==> src/rtl/tbird_fsm.sv <==
// Thunderbird tail-light sequencer: three lamps per side, outward turn sweep, hazard flash.
// Define TBIRD_PRESCALE_EN to step the FSM once every TICK_DIV clocks instead of every clock.
module tbird_fsm #(
  parameter int TICK_DIV = 4
) (
  input  logic       clk,
  input  logic       reset,
  input  logic       left,
  input  logic       right,
  input  logic       haz,
  output logic [5:0] light
);

  // Each state code is its own lamp pattern, so light is a straight copy of the
  // state flops and cannot glitch; the other 56 codes are unused.
  typedef enum logic [5:0] {
    IDLE = 6'b000000,
    L1   = 6'b001000,
    L2   = 6'b011000,
    L3   = 6'b111000,
    R1   = 6'b000100,
    R2   = 6'b000110,
    R3   = 6'b000111,
    LR3  = 6'b111111
  } state_t;

  state_t state, state_nxt;
  logic   step;

`ifdef TBIRD_PRESCALE_EN
  localparam int CW = (TICK_DIV > 1) ? $clog2(TICK_DIV) : 1;

  logic [CW-1:0] cnt;

  assign step = (cnt == CW'(TICK_DIV - 1));

  always_ff @(posedge clk) begin
    if (!reset) begin
      cnt <= '0;
    end else if (step) begin
      cnt <= '0;
    end else begin
      cnt <= cnt + 1'b1;
    end
  end
`else
  // TICK_DIV must be at least 1, so this is always high.
  assign step = (TICK_DIV >= 1);
`endif

  always_ff @(posedge clk) begin
    if (!reset) begin
      state <= IDLE;
    end else begin
      state <= state_nxt;
    end
  end

  always_comb begin
    state_nxt = state;
    if (step) begin
      unique case (state)
        IDLE: begin
          if (haz || (left && right)) begin
            state_nxt = LR3;
          end else if (left) begin
            state_nxt = L1;
          end else if (right) begin
            state_nxt = R1;
          end else begin
            state_nxt = IDLE;
          end
        end
        L1:      state_nxt = haz ? LR3 : L2;
        L2:      state_nxt = haz ? LR3 : L3;
        R1:      state_nxt = haz ? LR3 : R2;
        R2:      state_nxt = haz ? LR3 : R3;
        L3:      state_nxt = IDLE;
        R3:      state_nxt = IDLE;
        LR3:     state_nxt = IDLE;
        default: state_nxt = IDLE;
      endcase
    end
  end

  assign light = state;

endmodule

==> config.mk <==
export PLATFORM = sky130hd
export DESIGN_NAME = tbird_fsm
export DESIGN_NICKNAME = d
export VERILOG_FILES = /design/src/rtl/tbird_fsm.sv
export SDC_FILE = /design/constraint.sdc
export NUM_CORES = 1
export LEC_CHECK = 0
export ABC_CLOCK_PERIOD_IN_PS = 1200
export BUFFER_PORTS_ARGS = -buffer_cell sky130_fd_sc_hd__clkbuf_2
export CAP_MARGIN = 20
export CELL_PAD_IN_SITES_DETAIL_PLACEMENT = 1
export CELL_PAD_IN_SITES_GLOBAL_PLACEMENT = 2
export CORE_MARGIN = 5
export CORE_UTILIZATION = 22
export DETAILED_ROUTE_END_ITERATION = 6
export HOLD_SLACK_MARGIN = 0.03
export PLACE_DENSITY_LB_ADDON = 0.1
export SLEW_MARGIN = 40
export SYNTH_ARGS = -nofsm -noshare
export SYNTH_HDL_FRONTEND = slang
export SYNTH_SLANG_ARGS = --single-unit
==> constraint.sdc <==
create_clock -name clk -period 1.2 [get_ports clk]
set_input_delay 0 -clock clk [delete_from_list [all_inputs] [get_ports clk]]
set_output_delay 0 -clock clk [all_outputs]
set_load 0.03 [all_outputs]
[Word level (Yosys, flattened, before mapping)]
Cells that the tools add are included.
Operators by class
  bitwise logic cells: 0
  $add $sub $neg: 0
  mux-type cells: 8
  $mul: 0
  equality and inequality tests: 4
  shift operators: 0
  div/mod/pow operators: 0
  reduce and logical (&&, ||, !) cells: 3
  order comparisons: 0
Operator list (count)
  $pmux W6 S5: 1
  $mux W6: 4
  $eq A6 B3 Y1 const B: 2
  $eq A6 B4 Y1 const B: 1
  $eq A6 B5 Y1 const B: 1
  $logic_not A6 Y1: 1
  $mux W3: 2
  $mux W4: 1
  $logic_and A1 B1 Y1: 1
  $logic_or A1 B1 Y1: 1
Storage, ports and cells
  logic and storage cells: 16
  latch bits: 0
  memories: 0
  memory bits (read-only): 0
  RAM bits: 0
  flip-flop bits (word level): 6
  input bits: 5
  output and inout bits: 6

[Longest topological paths before layout]
  depth after elaboration: 4
  mapped depth: 4
  depth with buffers taken out: 4

[Worst setup path after synthesis]
OpenSTA, ideal clock, no wires.
  path type: register -> register
  from: register state[0], in the netlist light[0]
  to: register state[1], in the netlist light[1]
  path slack: -174 ps
  period minus slack after synthesis: 1374 ps
  arrival time: 1316 ps
  setup time: 58 ps
  cell stages (with the launch flop): 5
  data required time: 1142 ps
  cell sequence: dfxtp_1 -> nor4_4 -> and4_4 -> o221a_1 -> o21a_1
Between the ends
  word-level cells in the longest chain between the ends: 2
RTL lines
  start, declared: RTL line 27  | state_t state, state_nxt;
  start signal, assigned: RTL line 55  | state <= state_nxt;
  $eq A6 B3 Y1, or another cell as far along: RTL line 62  | unique case (state)
  $pmux W6 S5 *: RTL line 62
Every way passes the cells marked *; elsewhere a longest branch is shown, timed or not.
A chain may end at the register's enable or synchronous reset.

[Final worst setup path]
  from: register state[5], in the netlist light[5]
  to: register state[1], in the netlist light[1]
Same word-level chain as after synthesis.

==> flow_metrics.env <==
export IMPL_syn_nets=36
export IMPL_crit_slowest_cell="dfxtp_2"
export IMPL_reg2reg_slack_ns=-0.03
export IMPL_setup_slack_ns=-0.0328
export IMPL_yosys_top_cells_area="dfxtp_1 40%, a21boi_0 10%, nor4_4 7.1%"
export IMPL_endpoint="light[1]"
export IMPL_dp_cells=63
export IMPL_clk_latency_ns=0.25
export IMPL_drc=0
export IMPL_p_sw_frac=0.442
export IMPL_clock_sinks=6
export IMPL_finalWirelength_um=1030
export IMPL_synth_main_ff_cell="dfxtp_1"
export IMPL_finalHoldViolations=0
export IMPL_finalCriticalPeriod_ns=1.23
export IMPL_via_count=324
export IMPL_synth_fa_ha_area_frac=0
export IMPL_power_internal_uw=964
export IMPL_nNetsFinal=60
export IMPL_pwr_share_clk=0.119
export IMPL_p_per_area_nw_per_um2=3420
export IMPL_place_ws_ns=-0.0902
export IMPL_synth_top_family_by_area="simple AND/OR/NAND/NOR gates"
export IMPL_diodes=0
export IMPL_sequentialPowerShare=0.230
export IMPL_tightest_slew_ns=0.226
export IMPL_ys_async_sr_fraction=0
export IMPL_synth_area_mux_share=0.0336
export IMPL_grt_pass1_wl_um=1580
export IMPL_cts_reportedPaths_clkPinSlew_ns=0.05
export IMPL_power_uw=1730
export IMPL_period_share=1.03
export IMPL_synth_simple_area_share=0.298
export IMPL_coreArea_um2=1280
export IMPL_synth_warnings=0
export IMPL_crit_arrival_ns=1.42
export IMPL_grt_use_met1=0.124
export IMPL_drive_above_1_share=0.685
export IMPL_fmax_ghz=0.811
export IMPL_drt_vias_per_instance=4.70
export IMPL_final_core_util=0.393
export IMPL_max_slew_margin_rel=0.848
export IMPL_netlist_area_um2=298
export IMPL_crit_start="light[5]"
export IMPL_cts_tree="built"
export IMPL_die_x_um=46.8
export IMPL_dieArea_um2=2190
export IMPL_cp_max_fo=3
export IMPL_syn_avg_cell_area_um2=9.61
export IMPL_ys_types=18
export IMPL_finalMaxSlewViolations=0
export IMPL_yosys_top_cells_count="6 x dfxtp_1, 4 x a21boi_0, 3 x nand2_1"
export IMPL_largest_reg_flops=6
export IMPL_cts_buffers=3
export IMPL_gr_total_overflow=0
export IMPL_hpwl_um=764
export IMPL_cts_buffer_depth=2
export IMPL_ant_nets=0
export IMPL_power_switching_uw=763
export IMPL_synthDominantCellAreaShare=0.403
export IMPL_ir_worst_vdd_mv=1.14
export IMPL_ys_seq_area_frac=0.403
export IMPL_hold_path_class="primary input to flip-flop"
export IMPL_grt_usage=0.105
export IMPL_synth_xor_area_frac=0
export IMPL_violations="setup timing"
export IMPL_top_usage_layer="met2"
export IMPL_whs_path_depth=2
export IMPL_first_iter_violations=0
export IMPL_worstSetupPathType="flip-flop to flip-flop"
export IMPL_grtUsageMet3=0.0460
export IMPL_port_buffers=10
export IMPL_crit_cells=4
export IMPL_yosys_area_top_type="dfxtp_1"
export IMPL_ys_seq_elements=6
export IMPL_area_growth_pct=69.7
export IMPL_worstSetupEndpointType="flip-flop"
export IMPL_holdWs_ns=0.0417
export IMPL_power_frac_comb=0.651
export IMPL_detailedRoute_firstPassIterationCount=1
export IMPL_yosysMostFrequentCell="dfxtp_1"
export IMPL_cts_htree_levels=1
export IMPL_stdcell_count=69
export IMPL_root_buffer="clkbuf_4"
export IMPL_grt_use_met2=0.171
export IMPL_antenna_found_initial=0
export IMPL_crit_chain="nor4_4 -> and4_4 -> o221a_1 -> o21a_1"
export IMPL_reg2reg_depth=4
export IMPL_start_util=0.232
export IMPL_status="complete, but fails checks"
export IMPL_p_leak_uw=0.000223
export IMPL_synth_compound_area_frac=0.265
export IMPL_syn_inst=31
export IMPL_rsz0062_at_grt="true"
export IMPL_path_delay_family="simple AND/OR/NAND/NOR gates"
export IMPL_cpPeakStageDelay_ns=0.33
export IMPL_die_h_um=46.8
export IMPL_synth_edf_count=0
export IMPL_cp_start_kind="flip-flop"
export IMPL_crit_buf_inv=0
export IMPL_num_rows=13
export IMPL_setup_viol=4
export IMPL_skew_ns=0.00276
export IMPL_timing_rr_end="light[1]"
export IMPL_regToRegStartpoint="light[5]"
export IMPL_gp_congestion=0.739
export IMPL_grt_pass1_vias=361
export IMPL_cap_violations=0
export IMPL_cp_required_ns=1.38
export IMPL_wl_per_cell_um=14.9
export IMPL_grt_max_degree=7
export IMPL_io_pins=11
==> kinds of logic after synthesis <==
| logic type | Yosys count |
|---|---|
| and+or+nand+nor | 13 |
| muxes | 1 |
| AOI/OAI and AO/OA | 11 |
| DFF | 6 |
==> worst reg2reg max path: cells and delay by family (launching register included) <==
kind / cells / cell delay [ns]
AO/OA/AOI/OAI: 2 / 0.28
AND/OR/NAND/NOR: 2 / 0.56
flip-flops: 1 / 0.33
==> repair_timing <==
action                                 CTS  global route
pin swaps                                4             7
hold buffers                             1             0
setup endpoints to repair                6             6
buffers inserted                         1             0
gates resized for setup                  9             6
endpoints found under the hold margin    1             0
==> area by class of cell <==
class,count,area [um^2]
fill,159,779
tap,15,18.8
timing repair buffer,19,124
sequential,6,129
clock buffer,4,26.3
multi-input combinational,25,208
==> cell usage in the layout, fill, tap and decap left out, drive strengths merged, types with 2 or more instances in the layout <==
master and n:
nand2 3, dfxtp 6, o22ai 2, buf 8, nor2 2, and3 2, clkbuf 14, a21boi 5
==> stage by stage <==
step           area, um^2  TNS (ns)
3_3_place_gp          428    -0.175
6_report              505   -0.0521
5_1_grt               505    -0.302
4_1_cts               490   -0.0704
2_1_floorplan         307    -0.203
3_5_place_dp          428    -0.368
==> how the worst min path moves through the flow <==
stage / from / to / slack, ns
finish: reset / light[1] / 0.04
global route: reset / light[1] / 0.05
CTS: reset / light[1] / 0.04
detailed placement: right / light[2] / 0.30
global placement: reset / light[1] / 0.28
floorplan: reset / light[1] / 0.12
==> power groups by stage <==
| stage | registers, uW | logic [uW] | clock network [uW] |
|---|---|---|---|
| after global placement | 391 | 922 | 0 |
| after CTS | 396 | 1070 | 217 |
| after detailed placement | 395 | 928 | 0 |
| after floorplan | 584 | 365 | 0 |
| final | 397 | 1120 | 205 |
| after global routing | 410 | 1200 | 229 |
==> layer usage <==
layer / part of all wire / vias up
met5: 0 / -
met3: 0.054 / 0
met4: 0 / 0
met2: 0.50 / 10
met1: 0.44 / 149
li1: - / 165
Note: power is estimated with default switching activity, not from simulation.
